File: config.mk
export PLATFORM = sky130hd
export DESIGN_NAME = uart_rx_fifo
export DESIGN_NICKNAME = d
export VERILOG_FILES = /design/src/rtl/uart_rx_fifo.sv
export SDC_FILE = /design/constraint.sdc
export NUM_CORES = 1
export LEC_CHECK = 0
export ABC_AREA = 1
export CAP_MARGIN = 20
export CELL_PAD_IN_SITES_DETAIL_PLACEMENT = 0
export CELL_PAD_IN_SITES_GLOBAL_PLACEMENT = 1
export CORE_MARGIN = 8
export CORE_UTILIZATION = 30
export CTS_CLUSTER_DIAMETER = 60
export CTS_CLUSTER_SIZE = 28
export DETAILED_ROUTE_END_ITERATION = 8
export HOLD_SLACK_MARGIN = 0.15
export PLACE_DENSITY_LB_ADDON = 0.2
export SYNTH_ARGS = -nofsm -noshare
export SYNTH_HDL_FRONTEND = slang
export SYNTH_SLANG_ARGS = --single-unit
export TNS_END_PERCENT = 10
File: constraint.sdc
create_clock -name clk -period 4.35 [get_ports clk]
set_clock_uncertainty 0.2 [all_clocks]
set_input_delay 0.87 -clock clk [delete_from_list [all_inputs] [get_ports clk]]
set_output_delay 0.87 -clock clk [all_outputs]
set_load 0.01 [all_outputs]
File: src/rtl/uart_rx_fifo.sv
// 8N1 UART receiver feeding a first-word-fall-through byte FIFO.
// Framing errors and overruns are reported on sticky flags cleared by err_clear.
module uart_rx_fifo #(
  parameter int CLKS_PER_BIT = 217,
  parameter int FIFO_DEPTH   = 4
) (
  input  logic       clk,
  input  logic       resetn,
  input  logic       RXD,
  output logic [7:0] rx_data,
  output logic       rx_valid,
  input  logic       rx_ready,
  output logic       rx_busy,
  output logic       rx_frame_err,
  output logic       rx_overrun,
  input  logic       err_clear
);

  localparam int CNT_W = $clog2(CLKS_PER_BIT);
  localparam int AW    = $clog2(FIFO_DEPTH);
  localparam int PW    = AW + 1;

  localparam logic [CNT_W-1:0] BIT_LAST  = CNT_W'(CLKS_PER_BIT - 1);
  localparam logic [CNT_W-1:0] HALF_LAST = CNT_W'(CLKS_PER_BIT / 2 - 1);

  localparam logic [2:0] S_WAIT_HIGH = 3'd0;
  localparam logic [2:0] S_IDLE      = 3'd1;
  localparam logic [2:0] S_START     = 3'd2;
  localparam logic [2:0] S_DATA      = 3'd3;
  localparam logic [2:0] S_STOP      = 3'd4;

  logic             rx_meta;
  logic             rxs;
  logic [1:0]       sync_primed;
  logic [2:0]       state;
  logic [CNT_W-1:0] cnt;
  logic [2:0]       idx;
  logic [7:0]       shreg;

  logic             stop_done;
  logic             push;
  logic             frame_set;

  logic [7:0]       mem [FIFO_DEPTH];
  logic [PW-1:0]    wr_ptr;
  logic [PW-1:0]    rd_ptr;
  logic             full;
  logic             empty;
  logic             pop;
  logic             push_ok;
  logic             overrun_set;

  // Both synchroniser stages come out of reset high.
  always_ff @(posedge clk) begin
    if (!resetn) begin
      rx_meta <= 1'b1;
      rxs     <= 1'b1;
    end else begin
      rx_meta <= RXD;
      rxs     <= rx_meta;
    end
  end

  // The synchroniser shows its reset value for two cycles; WAIT_HIGH ignores
  // rxs until real line samples have reached it, so a low line stays unseen.
  always_ff @(posedge clk) begin
    if (!resetn) begin
      sync_primed <= 2'b00;
    end else begin
      sync_primed <= {sync_primed[0], 1'b1};
    end
  end

  assign stop_done = (state == S_STOP) && (cnt == BIT_LAST);
  assign push      = stop_done && rxs;
  assign frame_set = stop_done && !rxs;
  assign rx_busy   = (state != S_IDLE) && (state != S_WAIT_HIGH);

  always_ff @(posedge clk) begin
    if (!resetn) begin
      state <= S_WAIT_HIGH;
      cnt   <= '0;
      idx   <= '0;
      shreg <= '0;
    end else begin
      case (state)
        S_WAIT_HIGH: begin
          if (sync_primed[1] && rxs) state <= S_IDLE;
        end
        S_IDLE: begin
          if (!rxs) begin
            state <= S_START;
            cnt   <= '0;
          end
        end
        S_START: begin
          if (cnt == HALF_LAST) begin
            cnt <= '0;
            idx <= '0;
            state <= rxs ? S_IDLE : S_DATA;
          end else begin
            cnt <= cnt + CNT_W'(1);
          end
        end
        S_DATA: begin
          if (cnt == BIT_LAST) begin
            cnt        <= '0;
            shreg[idx] <= rxs;
            if (idx == 3'd7) state <= S_STOP;
            else idx <= idx + 3'd1;
          end else begin
            cnt <= cnt + CNT_W'(1);
          end
        end
        S_STOP: begin
          // Leaving at mid-stop lets the next start edge be caught immediately.
          if (cnt == BIT_LAST) begin
            cnt   <= '0;
            state <= rxs ? S_IDLE : S_WAIT_HIGH;
          end else begin
            cnt <= cnt + CNT_W'(1);
          end
        end
        default: begin
          state <= S_WAIT_HIGH;
          cnt   <= '0;
        end
      endcase
    end
  end

  // Read port handshake: rx_valid means the head byte is on rx_data; the byte
  // is consumed on a cycle with rx_valid & rx_ready, and rx_valid never drops
  // without such a pop.
  assign empty       = (wr_ptr == rd_ptr);
  assign full        = (wr_ptr[AW] != rd_ptr[AW]) && (wr_ptr[AW-1:0] == rd_ptr[AW-1:0]);
  assign rx_valid    = !empty;
  assign pop         = rx_valid && rx_ready;
  assign push_ok     = push && (!full || pop);
  assign overrun_set = push && full && !pop;
  assign rx_data     = rx_valid ? mem[rd_ptr[AW-1:0]] : 8'h00;

  always_ff @(posedge clk) begin
    if (push_ok) mem[wr_ptr[AW-1:0]] <= shreg;
  end

  always_ff @(posedge clk) begin
    if (!resetn) begin
      wr_ptr <= '0;
      rd_ptr <= '0;
    end else begin
      if (push_ok) wr_ptr <= wr_ptr + PW'(1);
      if (pop)     rd_ptr <= rd_ptr + PW'(1);
    end
  end

  // A new error in the same cycle as err_clear wins.
  always_ff @(posedge clk) begin
    if (!resetn) begin
      rx_frame_err <= 1'b0;
      rx_overrun   <= 1'b0;
    end else begin
      rx_frame_err <= (rx_frame_err && !err_clear) || frame_set;
      rx_overrun   <= (rx_overrun && !err_clear) || overrun_set;
    end
  end

endmodule

**After elaboration in Yosys (flattened, before gate mapping)**

Memory sizes are Yosys's and may differ from the RTL's. A register that Yosys moved wholly into a read port is not among the register bits.
Cells that the tools add are included.

- Bits in registers: 34
- RAM bits: 32
- Input port bits: 5
- Output and inout port bits: 12
- Logic and storage cells: 93
- Memories: 1

- Add/sub/neg operators: 4
- Magnitude comparators: 2
- Equality and inequality tests: 18
- Multiplexer cells: 26
- Bitwise logic cells: 1
- Reductions and logical operators: 29

Memory list:

| memory | words | width | read ports | clocked after Yosys merged registers in | wr ports | line | text |
|---|---|---|---|---|---|---|---|
| mem | 4 | 8 | 1 | 1 | 1 | 44 | `logic [7:0] mem [FIFO_DEPTH];` |

Operator list:

| operator | number |
|---|---|
| $mux W8 | 4 |
| $pmux W8 S4 | 1 |
| $mux W3 | 9 |
| $pmux W3 S5 | 1 |
| $logic_and A1 B1 Y1 | 13 |
| $ne A2 B2 Y1 const B | 6 |
| $add A3 B1 Y3 const B | 3 |
| $add A8 B1 Y8 const B | 1 |
| $bwmux W8 | 1 |
| $eq A8 B7 Y1 const B | 1 |
| $eq A8 B8 Y1 const B | 1 |
| $eq A3 B2 Y1 const B | 2 |
| $eq A3 B3 Y1 const B | 2 |
| $mux W2 | 3 |
| $pmux W3 S2 | 1 |
| $reduce_and A6 Y1 | 1 |
| $logic_not A1 Y1 | 5 |
| $mux W1 | 5 |
| $lt A3 B4 Y1 const B | 1 |
| $reduce_and A2 Y1 | 2 |
| $reduce_and A4 Y1 | 1 |
| $demux W1 S3 | 1 |
| $eq A3 B1 Y1 const B | 1 |
| $eq A3 B3 Y1 | 1 |
| 11 further kinds | 13 |

**Logic depth before layout (Yosys ltp)**

Gate-level depths: netlist of run 1.

- Depth in word-level cells: 7
- Mapped depth: 11
- Mapped depth without buffers: 11

**Worst setup path before layout of run 1**

Ideal clock, no wire load.

- Path kind: reg2out
- From: register (tool-made name)
- To: output port rx_data[5]
- Arrival time: 1.156 ns
- Data required time: 3.280 ns
- Setup slack: 2.124 ns
- Cell stages (with the launch flop): 8
- Buffers on the path: 2
- Cells stage by stage: dfxtp_1 -> buf_2 -> inv_1 -> buf_2 -> nor2_1 -> o32ai_1 -> nand2_1 -> inv_1

RTL lines:

| item | line | text |
|---|---|---|
| end: declaration | 10 | `output logic [7:0] rx_data,` |

==> flow_summary_export.csv, run 1 <==
group,metric,value,unit
cts,cts-root-buf,"clkbuf_8",
cts,clock_tree.buffer_depth,2,
worst_setup_path,critPathKind,"flip-flop to primary output",
global_routing,all_layer_gr_usage,9.75,%
place,io_buffers,16,
yosys,synth_warnings,0,
yosys,synth_xor_area_share,1.35,%
worst_setup_path,reg2regPathDepth,8,
routing,detail_route.wirelength,6540,um
place,dp_worst_setup_slack,1.32,ns
run_status,outcome,"finished clean",
yosys,synthesis.area_per_instance,8.45,sq um
yosys,synth_edf_count,32,
yosys,synth.cells.most_frequent,"nand2_1 (71), nor2_1 (65), inv_1 (54)",
final_layout,net_count_of_the_finished_layout,420,
yosys,synthFlopType,"dfxtp_1",
yosys,muxShareOfSynthArea,0,%
worst_setup_path,cp_max_fo,17,
yosys,synth_simple_gate_area_share,25.9,%
worst_setup_path,endpoint_kind,"primary output",
worst_setup_path,critical_path.cell_chain,"inv_1 -> nor2_1 -> o32ai_1 -> nand2_1 -> inv_1 -> clkdlybuf4s50_1",
sta,setup_slack,1.09,ns
yosys,synth_seq_area_share,51.7,%
min_path,hold_end,"rxs",
worst_setup_path,critical_path_required,3.28,ns
routing,final_antenna_net_count,0,
yosys,ys_types,34,
floorplan,chipWidth,120,um
routing,drc,0,
sta,final_period_utilization,75.0,%
final_layout,post-route-cell-area,3720,sq um
sta,setup_total_negative_slack,0,ns
floorplan,pin_count,17,
cts,cts.hold.buffers_added,0,
cts,postCtsSetupBuffers,0,
place,gp_congestion,0.789,
cts,cts_made_buffers,9,
cts,tritoncts,"yes",
sta,hold_slack,0.218,ns
worst_setup_path,setup.reg_to_reg.worst_slack,1.93,ns
job,drv_cap,0,
floorplan,fp.dieH,120,um
worst_setup_path,rr_startpoint,"cnt[0]",
yosys,synth_top_family_by_area,"simple AND/OR/NAND/NOR gates",
routing,routed_via_density,4.37,
min_path,holdCritStartpoint,"rx_meta",
worst_setup_path,worst_path_dominant_cell_family,"buffers and inverters",
worst_setup_path,critical-path-slowest-cell,"clkdlybuf4s50_1",
final_layout,antenna_cells,0,
worst_setup_path,worstReg2RegEnd,"mem[2][7]",
worst_setup_path,critical_path.n_buffers_inverters,3,
place,dpl_cell_area,3550,sq um
worst_setup_path,startpoint_type,"flip-flop",
yosys,yosys.area_share.adder,3.85,%
min_path,min-delay-path-class,"flip-flop to flip-flop",
global_routing,overflow,0,
yosys,synthDominantCellAreaShare,29.5,%
sta,fin_crit,3.26,ns
sta,timing_hold_violations_final,0,
yosys,synthesis.instances,385,
pwr,pwr_density_cell,410,nW/um^2
yosys,synth_area,3250,sq um
yosys,synth_area_leaders,"edfxtp_1 (30%), dfxtp_1 (22%), nand2_1 (8.2%)",
sta,max_freq,307,MHz
worst_setup_path,critical_path.most_common_cell,"inv_1",
yosys,postSynthRegisterBits,68,
sta,maxSlewHeadroom,52.9,%
cts,clk_latency,0.34,ns
sta,slew_violations,0,
routing,avgRoutedWirePerCell,11.9,um
global_routing,grt_first_pass_wirelength,11300,um
global_routing,antenna_found_initial,0,
cts,cts-htree-levels,3,
place,placed_cells_incl_taps,534,
yosys,synth_fp_nets,400,
pwr,peakVddDrop,0.000258,V
min_path,hold_path_depth,1,
final_layout,final_cells,550,
place,place_hpwl,4850,um
floorplan,start_util,30.4,%
sta,tightest_slew,0.704,ns
routing,vias,2403,
cts,cts-resized-gates,0,
global_routing,number_of_global_route_vias_before_repair,2355,
worst_setup_path,cpPeakStageDelay,0.52,ns
sta,unrepaired_setup_endpoints_after_global_routing,"false",
cts,clk_pin_slew_worst_paths,0.08,ns
final_layout,share_of_final_layout_standard_cells_stronger_than_drive_strength_1,11.5,%
global_routing,grt_start_max_net_pins,21,
floorplan,die_area,14400,sq um
pwr,leakage,1.56,nW
floorplan,coreArea,10700,sq um
routing,drt-initial-drc-count,107,
floorplan,core.rowCount,38,
worst_setup_path,worst-endpoint-arrival,2.19,ns
yosys,yosysTopAreaCell,"edfxtp_1",
yosys,complex_gate_fraction_of_the_synthesized_area,9.00,%
routing,initial_drt_pass_iterations,4,
cts,tritoncts_num_sinks,68,
yosys,synth-async-reset-ratio,0,%
final_layout,area_growth_syn_to_layout,14.3,%
yosys,post-synth-top-count-cell,"nand2_1",
sta,timing.final.setup_violations,0,
## worst max path at each step
stage | endpoint | from | cells past startpoint
2_1_floorplan | rx_data[5] | flip-flop | 7
3_5_place_dp | mem[2][5] | rx_ready | 5
3_3_place_gp | rx_data[6] | flip-flop | 6
6_report | rx_data[3] | flip-flop | 6
4_1_cts | rx_data[6] | flip-flop | 6
5_1_grt | rx_data[1] | flip-flop | 6
## area by class of cell
class                      count  area (sq um)
fill                        1158          6980
sequential                    68          1680
multi-input combinational    250          1310
inverter                      59           223
tap                          140           175
timing repair buffer          17           168
clock buffer                   9           124
clock inverter                 7          42.5
## worst register-to-register path, cell delays in order, from the launching register on
cell and delay, ns:
dfxtp_1 0.37, inv_1 0.07, ha_1 0.17, inv_1 0.06, nor2_1 0.12, nand2_2 0.13
inv_1 0.11, nand4_1 0.19, nor2_1 0.61
## metrics by stage
step                      util [%]  total power [mW]
after CTS                     34.8              1.55
final                         34.8              1.52
after global placement        33.2              1.10
after detailed placement      33.2              1.10
after global routing          34.8              1.63
after floorplan                  -              1.00
## cells by family (layout without fill, tap and decap cells)
family,Yosys count,after routing
simple gates,187,187
flops,68,68
buf+inv,67,92
compound gates,48,48
fa+ha+maj,10,10
xor+xnor,5,5
## layout by cell type (no fill, tap or decap), types with 5 or more instances in the layout
cell type        netlist  routed
ha_1                  10      10
edfxtp_1              32      32
o32ai_1                8       8
nand2_1               71      71
nand2_2               10      10
o21ai_0               17      17
nor2_1                65      65
dfxtp_1               36      36
nor3_1                 5       5
clkbuf_8               1       9
inv_1                 54      54
nand3_1               18      18
a21oi_1               16      16
clkdlybuf4s50_1        0      16
## flip-flops by register name, indices dropped and copies added (netlist names), named ones only
signal / flops
mem: 32
cnt: 8
shreg: 8
idx: 3
rd_ptr: 3
state: 3
wr_ptr: 3
sync_primed: 2
rx_frame_err: 1
rx_meta: 1
rx_overrun: 1
rxs: 1
## layer usage
layer | global-route usage, % | share of wire (%) | up-vias
li1 | - | - | 1282
met1 | 12.2 | 49 | 1085
met2 | 15.7 | 46 | 24
met3 | 2.58 | 3.4 | 12
met4 | 3.90 | 1.9 | 0
met5 | 0 | 0 | -
## report_power, final
part / internal [mW] / switching, mW / total [mW]
Sequential: 0.692 / 0.0476 / 0.740
Clock: 0.204 / 0.245 / 0.448
Combinational: 0.123 / 0.213 / 0.335
(Power assumes the default switching activity.)
==> run 2: changes to the inputs <==
clock period = 3.2 ns   (was 4.35 ns; I/O delays follow)
==> flow_summary_export.csv, run 2 (synthesized netlist as in run 1, its figures left out) <==
group,metric,value,unit
cts,cts-root-buf,"clkbuf_8",
min_path,hold_end,"rxs",
cts,clk_latency,0.34,ns
min_path,min-delay-path-class,"flip-flop to flip-flop",
worst_setup_path,startpoint_type,"flip-flop",
worst_setup_path,worst-path-stages,6,
final_layout,largest_reg_flops,32,
worst_setup_path,critical_path.n_buffers_inverters,3,
worst_setup_path,critical_path_required,2.36,ns
floorplan,coreArea,10700,sq um
cts,clk_pin_slew_worst_paths,0.07,ns
final_layout,final_core_utilization,35.6,%
routing,final_antenna_net_count,0,
floorplan,die_area,14400,sq um
floorplan,fp.dieH,120,um
place,placed_cells_incl_taps,538,
routing,routed_via_density,4.34,
worst_setup_path,critical-path-slowest-cell,"dfxtp_2",
final_layout,share_of_final_layout_standard_cells_stronger_than_drive_strength_1,13.0,%
sta,max_freq,352,MHz
routing,highest-signal-layer,"met4",
global_routing,antenna_found_initial,0,
final_layout,net_count_of_the_finished_layout,424,
sta,maxSlewHeadroom,60.1,%
worst_setup_path,critPathKind,"flip-flop to primary output",
pwr,pwr_density_cell,595,nW/um^2
place,dp_worst_setup_slack,0.498,ns
worst_setup_path,worstReg2RegEnd,"mem[0][7]",
floorplan,pin_count,17,
routing,vias,2402,
worst_setup_path,worst-endpoint-arrival,2.00,ns
cts,cts_made_buffers,9,
worst_setup_path,worst_path_dominant_cell_family,"buffers and inverters",
place,gp_congestion,0.768,
cts,clock_tree.buffer_depth,2,
cts,tritoncts_num_sinks,68,
pwr,p_total,2.27,mW
final_layout,final_cells,554,
routing,routed-wl-met2,2970,um
cts,tritoncts,"yes",
place,place_hpwl,4930,um
sta,unrepaired_setup_endpoints_after_global_routing,"false",
worst_setup_path,cp_max_fo,17,
global_routing,overflow,0,
routing,detail_route.wirelength,6670,um
worst_setup_path,reg2regPathDepth,9,
job,drv_cap,0,
min_path,holdCritStartpoint,"rx_meta",
global_routing,all_layer_gr_usage,9.92,%
sta,fin_crit,2.84,ns
routing,route.layer.met1.wl,3370,um
worst_setup_path,critical_path.cell_chain,"clkinvlp_4 -> nor2_1 -> o32ai_1 -> nand2_1 -> inv_1 -> clkdlybuf4s50_1",
routing,drc,0,
place,io_buffers,16,
global_routing,grt_start_max_net_pins,18,
final_layout,layout_common_cells,"nand2_1 (71), nor2_1 (65), inv_1 (53)",
min_path,hold_path_depth,1,
sta,slew_violations,0,
worst_setup_path,cpPeakStageDelay,0.51,ns
worst_setup_path,rr_startpoint,"cnt[0]",
routing,initial_drt_pass_iterations,4,
sta,timing.final.setup_violations,0,
worst_setup_path,endpoint_kind,"primary output",
cts,postCtsSetupBuffers,0,
routing,drt-initial-drc-count,114,
sta,setup_total_negative_slack,0,ns
sta,setup_slack,0.359,ns
routing,route.met3.wl,182,um
floorplan,start_util,30.4,%
sta,timing_hold_violations_final,0,
floorplan,chipWidth,120,um
floorplan,core.rowCount,38,
worst_setup_path,setup.reg_to_reg.worst_slack,1.10,ns
pwr,peakVddDrop,0.000268,V
sta,final_period_utilization,88.8,%
global_routing,grt_first_pass_wirelength,11500,um
final_layout,antenna_cells,0,
global_routing,number_of_global_route_vias_before_repair,2328,
run_status,outcome,"finished clean",
final_layout,most_common_cell_after_layout_fill_and_taps_aside,"nand2_1",
sta,tightest_slew,0.598,ns
cts,cts-htree-levels,3,
routing,avgRoutedWirePerCell,12.0,um
final_layout,area_growth_syn_to_layout,17.1,%
pwr,leakage,1.61,nW
==> run 2: changes by cell type in the layout (fill, tap and decap cells not counted), sizes merged <==
cell    delta
bufinv     +2
buf        +4
clkinv     -2
==> run 2: through the flow <==
step	instance area, sq um	hold slack (ns)
6_report	3810	0.220
3_3_place_gp	3580	0.199
5_1_grt	3810	0.242
2_1_floorplan	3250	0.190
3_5_place_dp	3580	0.203
4_1_cts	3800	0.222
==> run 2: timing repair <==
item | 4_1_cts | 5_1_grt
hold endpoints to repair | 0 | 0
gates resized for setup | 0 | 2
endpoints found under the setup margin | 0 | 8
hold buffers | 0 | 0
==> run 2: area by class of cell <==
type / count / area (sq um)
well taps: 140 / 175
clock buffers: 9 / 124
fillers: 1149 / 6890
flip-flops and latches: 68 / 1680
repair buffers: 21 / 198
inverters: 59 / 226
clock inverters: 7 / 98.8
multi-input cells: 250 / 1310
==> run 2: per-layer routing <==
metal  up-vias  global-route usage [%]
li1       1290                       -
met1      1073                    12.4
met2        27                    16.0
met3        12                    1.97
met4         0                    5.07
met5         -                       0
==> run 2: how the worst max path moves through the flow <==
stage	slack (ns)	endpoint	from
floorplan	1.18	mem[0][0]	cnt[0]
global placement	0.55	rx_data[5]	flip-flop
detailed placement	0.50	rx_data[7]	flip-flop
CTS	0.11	rx_data[7]	flip-flop
global route	0.13	rx_data[4]	flip-flop
finish	0.36	rx_data[3]	flip-flop
==> run 2: power breakdown <==
part	total [mW]	switching (mW)	internal, mW
Combinational	0.461	0.294	0.167
Clock	0.798	0.353	0.444
Sequential	1.01	0.0666	0.941
Total	2.27	0.714	1.55
